--- src/rtl/fpga_cfg_pkg.sv ---
// Shared definitions for the FPGA configuration loader.
//   - cfg_state_e : loader FSM state encoding (ST_CRC exists only when the
//                   CONFIG_CRC_EN macro is defined)
//   - CRC8_POLY / CRC8_INIT : CRC-8 checksum constants
//   - word_count  : number of cfg words needed to fill a chain of len bits
//   - crc8_step   : one serial CRC-8 update, MSB-first register
package fpga_cfg_pkg;

  typedef enum logic [2:0] {
    ST_IDLE = 3'd0,
    ST_CLB  = 3'd1,
    ST_CONN = 3'd2,
    ST_DONE = 3'd3
`ifdef CONFIG_CRC_EN
    , ST_CRC = 3'd4
`endif
  } cfg_state_e;

  localparam logic [7:0] CRC8_POLY = 8'h07;
  localparam logic [7:0] CRC8_INIT = 8'h00;

  function automatic int word_count(input int len, input int width);
    return (len + width - 1) / width;
  endfunction

  function automatic logic [7:0] crc8_step(input logic [7:0] crc, input logic din);
    logic fb;
    fb = crc[7] ^ din;
    return {crc[6:0], 1'b0} ^ (fb ? CRC8_POLY : 8'h00);
  endfunction

endpackage

--- src/rtl/cfg_shift_unit.sv ---
// Word buffer, per-chain bit counter and scan_clk phase generator.
// Ports:
//   clk, rst          : clock, synchronous active-high reset
//   run               : a chain is being shifted (CLB or CONN)
//   more_chains       : another chain follows the current one
//   chain_len         : bit length of the current chain
//   cfg_data/valid    : incoming bitstream word
//   cfg_ready         : buffer empty and a bit is needed now
//   scan_clk          : registered shift clock (phase 0 low, phase 1 high)
//   shift_now         : this edge presents a new bit (phase 0 begins)
//   shift_bit         : the bit presented when shift_now is high
//   chain_end         : this edge completes phase 1 of the chain's last bit
//
// Handshake: a word transfers on a clk edge where cfg_valid && cfg_ready;
// cfg_ready depends only on registered state, never on cfg_valid.
module cfg_shift_unit #(
  parameter int DATA_WIDTH = 8,
  parameter int CNT_W      = 9
) (
  input  logic                  clk,
  input  logic                  rst,
  input  logic                  run,
  input  logic                  more_chains,
  input  logic [CNT_W-1:0]      chain_len,
  input  logic [DATA_WIDTH-1:0] cfg_data,
  input  logic                  cfg_valid,
  output logic                  cfg_ready,
  output logic                  scan_clk,
  output logic                  shift_now,
  output logic                  shift_bit,
  output logic                  chain_end
);

  localparam int BC_W = $clog2(DATA_WIDTH + 1);

  logic [DATA_WIDTH-1:0] word_q;
  logic [BC_W-1:0]       word_bits;  // unshifted bits left in word_q
  logic [CNT_W-1:0]      bit_cnt;    // bits presented so far in this chain
  logic                  ph0;        // a bit is on the wire in phase 0
  logic                  want_bit;
  logic                  word_empty;

  // At a chain boundary the leftover word bits are dropped and the next
  // chain's first bit may be presented on the same edge, so the boundary
  // costs no idle cycle with a back-to-back source.
  always_comb begin
    chain_end  = run && !ph0 && scan_clk && (bit_cnt == chain_len);
    word_empty = chain_end || (word_bits == '0);
    if (!run || ph0)    want_bit = 1'b0;
    else if (chain_end) want_bit = more_chains;
    else                want_bit = (bit_cnt < chain_len);
    cfg_ready = want_bit && word_empty;
    shift_now = want_bit && (!word_empty || cfg_valid);
    shift_bit = word_empty ? cfg_data[0] : word_q[0];
  end

  always_ff @(posedge clk) begin
    if (rst) begin
      word_q    <= '0;
      word_bits <= '0;
      bit_cnt   <= '0;
      ph0       <= 1'b0;
      scan_clk  <= 1'b0;
    end else if (ph0) begin
      scan_clk <= 1'b1;
      ph0      <= 1'b0;
    end else begin
      // Any cycle without a presented bit keeps scan_clk low (stall).
      scan_clk <= 1'b0;
      if (shift_now) begin
        ph0     <= 1'b1;
        bit_cnt <= (chain_end ? '0 : bit_cnt) + CNT_W'(1);
        if (word_empty) begin
          word_q    <= cfg_data >> 1;
          word_bits <= BC_W'(DATA_WIDTH - 1);
        end else begin
          word_q    <= word_q >> 1;
          word_bits <= word_bits - BC_W'(1);
        end
      end else if (chain_end) begin
        bit_cnt   <= '0;
        word_bits <= '0;
      end
    end
  end

endmodule

--- src/rtl/fpga_config_loader.sv ---
// Bitstream loader for the 2x2 fpga_top: streams cfg words into the CLB scan
// chain, then the connection scan chain, and releases the fabric clock.
// Optional macro CONFIG_CRC_EN adds a trailing CRC-8 word check (crc_err).
// Ports:
//   clk, rst                     : clock, synchronous active-high reset
//   start                        : begin a pass from IDLE or DONE
//   cfg_data, cfg_valid/ready    : word stream (transfer on valid && ready)
//   busy, done, fpga_clk_en      : pass status; fpga_clk_en mirrors done
//   scan_clk                     : clk/2 shift clock while shifting
//   clb_scan_in/en               : CLB chain data and enable
//   conn_scan_in/en              : connection chain data and enable
//   crc_err                      : trailing CRC mismatch (0 without the macro)
//   state_dbg                    : current FSM state (cfg_state_e encoding)
module fpga_config_loader
  import fpga_cfg_pkg::*;
#(
  parameter int DATA_WIDTH     = 8,
  parameter int CLB_CHAIN_LEN  = 64,
  parameter int CONN_CHAIN_LEN = 256
) (
  input  logic                  clk,
  input  logic                  rst,
  input  logic                  start,
  input  logic [DATA_WIDTH-1:0] cfg_data,
  input  logic                  cfg_valid,
  output logic                  cfg_ready,
  output logic                  busy,
  output logic                  done,
  output logic                  fpga_clk_en,
  output logic                  scan_clk,
  output logic                  clb_scan_in,
  output logic                  clb_scan_en,
  output logic                  conn_scan_in,
  output logic                  conn_scan_en,
  output logic                  crc_err,
  output logic [2:0]            state_dbg
);

  localparam int MAX_LEN = (CLB_CHAIN_LEN > CONN_CHAIN_LEN) ? CLB_CHAIN_LEN : CONN_CHAIN_LEN;
  localparam int CNT_W   = $clog2(MAX_LEN + 1);

  cfg_state_e       state;
  logic             run;
  logic             more_chains;
  logic [CNT_W-1:0] chain_len;
  logic             su_ready;
  logic             shift_now;
  logic             shift_bit;
  logic             chain_end;

  assign run         = (state == ST_CLB) || (state == ST_CONN);
  assign more_chains = (state == ST_CLB);
  assign chain_len   = more_chains ? CNT_W'(CLB_CHAIN_LEN) : CNT_W'(CONN_CHAIN_LEN);
  assign fpga_clk_en = done;
  assign state_dbg   = state;

  cfg_shift_unit #(
    .DATA_WIDTH (DATA_WIDTH),
    .CNT_W      (CNT_W)
  ) u_shift (
    .clk         (clk),
    .rst         (rst),
    .run         (run),
    .more_chains (more_chains),
    .chain_len   (chain_len),
    .cfg_data    (cfg_data),
    .cfg_valid   (cfg_valid),
    .cfg_ready   (su_ready),
    .scan_clk    (scan_clk),
    .shift_now   (shift_now),
    .shift_bit   (shift_bit),
    .chain_end   (chain_end)
  );

`ifdef CONFIG_CRC_EN
  logic [7:0] crc_q;
  assign cfg_ready = su_ready || (state == ST_CRC);
`else
  assign cfg_ready = su_ready;
  assign crc_err   = 1'b0;
`endif

  always_ff @(posedge clk) begin
    if (rst) begin
      state        <= ST_IDLE;
      busy         <= 1'b0;
      done         <= 1'b0;
      clb_scan_in  <= 1'b0;
      clb_scan_en  <= 1'b0;
      conn_scan_in <= 1'b0;
      conn_scan_en <= 1'b0;
`ifdef CONFIG_CRC_EN
      crc_q        <= CRC8_INIT;
      crc_err      <= 1'b0;
`endif
    end else begin
      case (state)
        ST_IDLE, ST_DONE: begin
          if (start) begin
            state <= ST_CLB;
            busy  <= 1'b1;
            done  <= 1'b0;
`ifdef CONFIG_CRC_EN
            crc_q   <= CRC8_INIT;
            crc_err <= 1'b0;
`endif
          end
        end
        ST_CLB: begin
          if (chain_end) state <= ST_CONN;
        end
        ST_CONN: begin
          if (chain_end) begin
`ifdef CONFIG_CRC_EN
            state <= ST_CRC;
`else
            state <= ST_DONE;
            busy  <= 1'b0;
            done  <= 1'b1;
`endif
          end
        end
`ifdef CONFIG_CRC_EN
        ST_CRC: begin
          if (cfg_valid) begin
            crc_err <= (8'(cfg_data) != crc_q);
            state   <= ST_DONE;
            busy    <= 1'b0;
            done    <= 1'b1;
          end
        end
`endif
        default: state <= ST_IDLE;
      endcase

      // A bit presented on the CLB->CONN boundary edge belongs to CONN.
      if (shift_now) begin
        if ((state == ST_CLB) && !chain_end) begin
          clb_scan_en  <= 1'b1;
          clb_scan_in  <= shift_bit;
          conn_scan_en <= 1'b0;
          conn_scan_in <= 1'b0;
        end else begin
          clb_scan_en  <= 1'b0;
          clb_scan_in  <= 1'b0;
          conn_scan_en <= 1'b1;
          conn_scan_in <= shift_bit;
        end
`ifdef CONFIG_CRC_EN
        crc_q <= crc8_step(crc_q, shift_bit);
`endif
      end else if (chain_end) begin
        clb_scan_en  <= 1'b0;
        clb_scan_in  <= 1'b0;
        conn_scan_en <= 1'b0;
        conn_scan_in <= 1'b0;
      end
    end
  end

endmodule

--- config.mk ---
export PLATFORM = sky130hd
export DESIGN_NAME = fpga_config_loader
export DESIGN_NICKNAME = d
export VERILOG_FILES = /design/src/rtl/fpga_cfg_pkg.sv /design/src/rtl/cfg_shift_unit.sv /design/src/rtl/fpga_config_loader.sv
export SDC_FILE = /design/constraint.sdc
export NUM_CORES = 1
export LEC_CHECK = 0
export CAP_MARGIN = 20
export CORE_MARGIN = 3
export CORE_UTILIZATION = 52
export DETAILED_ROUTE_END_ITERATION = 10
export PLACE_DENSITY = 0.88
export SYNTH_ARGS = -nofsm -noshare
export SYNTH_HDL_FRONTEND = slang
export SYNTH_SLANG_ARGS = --single-unit
--- constraint.sdc ---
create_clock -name clk -period 3.01 [get_ports clk]
set_input_delay 0.602 -clock clk [delete_from_list [all_inputs] [get_ports clk]]
set_output_delay 0.602 -clock clk [all_outputs]
set_load 0.02 [all_outputs]
# After elaboration in Yosys (flattened, before gate mapping)
# Index checks and enable logic that the tools add are counted.
[classes]
n_addsub = 2
eq_ne = 7
bitwise_logic = 1
n_lt_le_gt_ge = 1
mux = 30
reduce_logical = 24
[ops]
columns = ["operator", "count"]
rows = [
  ["two-way mux 9 bit", 3],
  ["two-way mux 1 bit", 17],
  ["two-way mux 4 bit", 3],
  ["adder 9 x 1 -> 9 bit (second input constant)", 1],
  ["== test 9 bit", 1],
  ["< comparator 9 bit", 1],
  ["two-way mux 3 bit", 3],
  ["case mux 3 bit (3 select lines)", 1],
  ["two-way mux 7 bit", 1],
  ["== test 3 x 2 -> 1 bit (second input constant)", 2],
  ["logical AND 1 bit", 6],
  ["AND reduction 3 bit", 2],
  ["logical NOT 1 bit", 4],
  ["logical NOT 4 bit", 1],
  ["logical OR 1 bit", 4],
  ["inequality test 2 bit (second input constant)", 2],
  ["case mux 1 bit (2 select lines)", 2],
  ["AND reduction 2 bit", 2],
  ["nonzero test 2 bit", 2],
  ["OR reduction 2 bit", 2],
  ["subtractor 4 x 1 -> 4 bit (second input constant)", 1],
  ["== test 3 x 1 -> 1 bit (second input constant)", 1],
  ["logical NOT 3 bit", 1],
  ["inequality test 2 x 1 -> 1 bit (second input constant)", 1],
  ["inverter 1 bit", 1],
]
[word_totals]
regBits = 32
wordCells = 77
in_bits = 12
output_inout_bits = 13

# Logic depth before layout (Yosys ltp)
[logic_depth]
word_depth = 11
depth_mapped = 10
mapped_depth_nobuf = 8

# Cells and area by module
# A second synthesis with hierarchy kept.
[unflattened]
cells_unflattened = 208
hier_area_um2 = 1770.4
[modules_own_cells]
columns = ["mod", "area_per_inst_um2", "n_inst", "cells_each", "seq_area_each_um2"]
rows = [
  ["cfg_shift_unit", 1325.0, 1, 158, 440.4],
  ["fpga_config_loader", 445.4, 1, 50, 160.2],
]

# Least setup slack after synthesis
# OpenSTA, ideal clock, no wires.
[synth_path]
kind = "reg2reg"
start = "reg state[1] (netlist: state_dbg[1])"
end = "reg u_shift.bit_cnt[8]"
slack_ps = 179
n_path_buf = 1
setup_time_ps = 123
t_arrival_ps = 2708
path_stages_with_launch = 10
required_time_ps = 2887
period_less_slack_ps = 2831
cell_sequence = "dfxtp_1 inv_1 ha_1 ha_1 nor4bb_2 and3_1 buf_6 mux2_4 nor4_4 mux2_1"
[synth_via]
elab_chain_len = 10
word_cells_on_any_way = 20
cone_classes = "add/sub: 1; order compare: 1; eq/ne: 3; mux: 5; reduce/logical: 10"
[synth_lines]
columns = ["item", "line_no", "text"]
rows = [
  ["start: declaration", "fpga_config_loader.sv:42", "cfg_state_e state;"],
  ["start signal: assignment", "fpga_config_loader.sv:85", "state <= ST_IDLE;"],
  ["start signal: assignment", "fpga_config_loader.sv:100", "state <= ST_CLB;"],
  ["start signal: assignment", "fpga_config_loader.sv:110", "if (chain_end) state <= ST_CONN;"],
  ["branches (longest 9 deep; another with adder 9 x 1 -> 9 bit)", "n/a", ""],
  ["two-way mux 9 bit (*)", "cfg_shift_unit.sv:70", "if (shift_now) begin"],
  ["end signal: assignment", "cfg_shift_unit.sv:72", "bit_cnt <= (chain_end ? '0 : bit_cnt) + CNT_W'(1);"],
  ["end: declaration", "cfg_shift_unit.sv:38", "logic [CNT_W-1:0] bit_cnt;"],
]
# Mark *: on every way between the ends.
# A chain may end at the register's enable or synchronous reset.

# Final worst setup path
[layout_path]
start = "reg state[1] (netlist: state_dbg[1])"
end = "out cfg_ready"
[layout_via]
elab_chain_len = 8
word_cells_on_any_way = 15
cone_classes = "order compare: 1; eq/ne: 3; mux: 3; reduce/logical: 8"
[layout_lines]
columns = ["item", "line_no", "text"]
rows = [
  ["branches (longest 7 deep; another with < comparator 9 bit)", "n/a", ""],
  ["logical AND 1 bit (*)", "cfg_shift_unit.sv:52", "cfg_ready = want_bit && word_empty;"],
  ["end: declaration", "fpga_config_loader.sv:26", "output logic cfg_ready,"],
]
# Marked as above.

==> metrics.cfg <==
[outcome]
status=complete, no violations

[drt]
vias=1393
ant_nets=0
post_drt_wl_per_cell_um=14.4
route.detailed.drc=0
vias_per_cell=5.83
firstDrtPassIters=4
finalWirelength_um=3450
drt_iter0_markers=34

[sta]
finalClockSkew_ns=0.00664
final.min_clock_period_ns=2.93
fmax_ghz=0.341
post-route-period-util=0.973
final-setup-viol-count=0
slew_headroom=0.640
tightest_slew_ns=0.539
rsz0062_at_grt=yes
hold_viol=0
drv_slew=0

[critical_path]
rrSetupSlack_ns=0.17
rr_startpoint=state_dbg[1]
crit_buf_inv=2
setup.worst_path.start=state_dbg[1]
critical_path_arrival_ns=2.33
crit_fanout=5
end_kind=primary output
reg2reg_depth=9
cpMaxStageDelayCell=dfxtp_1
cp_top_family=adder cells
path_class=flip-flop to primary output
required_ns=2.41
critPathMaxStageDelay_ns=0.39
cp-start-kind=flip-flop
rr_endpoint=u_shift.bit_cnt[8]
path_cells=inv_1 > ha_1 > ha_1 > nor4b_2 > nand3_1 > mux2i_2 > buf_4
cp_common_cell=ha_1

[worst_hold_path]
min_path_cells=2
hold_start=clb_scan_en
hp-class=flip-flop to flip-flop
hold_path_end=clb_scan_en

[cells_and_area]
finalNetCount=227
drive_gt1_frac=0.111
area_growth_pct=20.4
fin_util=0.669
diodes=0

[global_routing]
busiest_layer=met2
grt_pass1_wl_um=5760
met3_usage=0.0574
grtUsageMet1=0.239
overflow=0
grt_max_degree=23
grtUsageTotal=0.208
grtUsageMet2=0.363
antenna_found_initial=0
grt_pass1_vias=1308

[cts]
htreeDepth=2
clock-sinks=30
cts_tree=yes
cts.clk_slew.worst_paths_ns=0.09
insertion_delay_ns=0.33
cts_buffer_depth=2
cts_made_buffers=5
ctsHoldBuffers=0
cts_root_buf=clkbuf_4

[synthesis]
ys_ff_latch=30
synth_area_leaders=dfxtp_1 (39%), mux2i_1 (6.4%), a21oi_1 (5.5%)
syn_inst=183
syn-cell-area_um2=1560
synth-main-ff-cell=dfxtp_1
synth_most_common_cell=dfxtp_1
synth_top_area_frac=0.386
synth_edf_count=0
synth_common_cells=dfxtp_1 (30), nor2_1 (20), a21oi_1 (17), nand2_1 (16)
yosysTopAreaCell=dfxtp_1
yosysWarnings=0
ys_seq_area_frac=0.386
syn_area_per_cell_um2=8.51
synthArstFlopShare=0
synth.distinct_cells=42

[die]
die_w_um=60.7
die_h_um=60.7
ioPinCount=25
initial_core_util=0.555
coreArea_um2=2810
rows=19
die_area_um2=3690

[power]
peakVddDrop_uv=779
p_seq_frac=0.317
intPower_mw=1.08
p_clk_frac=0.126
finalPower_mw=1.88
p_per_area_nw_per_um2=1000
sw_frac_of_total=0.425
p_leak_nw=0.699
combPwrFrac=0.557
switching_power_mw=0.802

[placement]
dp_hpwl_um=2550
gp_congestion=0.941
port_buffers=22

[job]
drv_cap=0

## area by class of cell
cell class | instances | area (µm²)
multi-input combinational | 131 | 862
tap | 31 | 38.8
sequential | 30 | 601
inverter | 10 | 37.5
fill | 218 | 930
timing repair buffer | 31 | 285
clock buffer | 6 | 51.3
## cell usage in the layout, fill, tap and decap left out, drive strengths merged, types with 2 or more instances in the layout
cell / count
dfxtp: 30
clkdlybuf4s50: 21
nor2: 20
a21oi: 17
nand2: 16
inv: 10
buf: 10
mux2i: 10
o21ai: 10
or3: 7
nand3: 6
a211oi: 6
ha: 6
clkbuf: 6
nor2b: 3
nor3: 3
o211ai: 2
nand3b: 2
conb: 2
nor4: 2
mux2: 2
## cells by family after synthesis
logic type / after synthesis / synth area share
multiplexers: 12 / 0.0811
other: 1 / 0.00241
adder cells (fa/ha/maj): 6 / 0.0482
AND/OR/NAND/NOR: 67 / 0.235
AO/OA/AOI/OAI: 43 / 0.171
flip-flops: 30 / 0.386
buffers and inverters: 23 / 0.0715
XOR/XNOR: 1 / 0.00562
## per-stage QoR
step / worst slack [ns] / cells / area (µm²) / hold WS (ns) / TNS [ns]
after floorplan: 0.179 / 184 / 1560 / 0.454 / 0
after global placement: 0.132 / 232 / 1810 / 0.449 / 0
after detailed placement: -0.0198 / 232 / 1810 / 0.455 / -0.0198
after CTS: 0.0569 / 238 / 1860 / 0.466 / 0
after global routing: 0.00146 / 239 / 1880 / 0.484 / 0
final: 0.0816 / 239 / 1880 / 0.462 / 0
## worst max-delay path by stage
stage | endpoint | slack, ns | depth (start not counted)
finish | cfg_ready | 0.08 | 7
global route | cfg_ready | 0.001 | 7
CTS | cfg_ready | 0.06 | 7
detailed placement | cfg_ready | -0.02 | 7
global placement | cfg_ready | 0.13 | 7
floorplan | u_shift.bit_cnt[8] | 0.18 | 9
## routing by layer
layer / up-vias / wire length [µm]
li1: 695 / -
met1: 656 / 1540
met2: 36 / 1680
met3: 6 / 186
met4: 0 / 44
met5: - / 0
## power groups by stage
stage               Sequential, mW  Combinational, mW  Clock (mW)
CTS                          0.597               1.03       0.240
global placement             0.598              0.987           0
floorplan                    0.622              0.713           0
global route                 0.613               1.15       0.259
finish                       0.597               1.05       0.237
detailed placement           0.605               1.03           0
## worst reg2reg max path: stages (launching register included)
cell	delay (ns)
dfxtp_1	0.39
inv_1	0.07
ha_1	0.24
ha_1	0.34
nor4bb_4	0.31
buf_4	0.16
and3_1	0.19
mux2_4	0.40
nor4_4	0.30
mux2_1	0.33
## flip-flops by register name, indices dropped and copies added, names as in the netlist
name               flops
conn_scan_in           1
u_shift.bit_cnt        9
busy                   1
u_shift.ph0            1
u_shift.word_q         7
clb_scan_in            1
conn_scan_en           1
done                   1
state_dbg              2
u_shift.word_bits      4
clb_scan_en            1
u_shift.scan_clk       1
## repair_timing
item / CTS / global route
gates resized for setup: 5 / 2
buffers inserted: 0 / 1
endpoints found under the setup margin: 1 / 1
No activity file was read; power rests on OpenSTA's default activity.
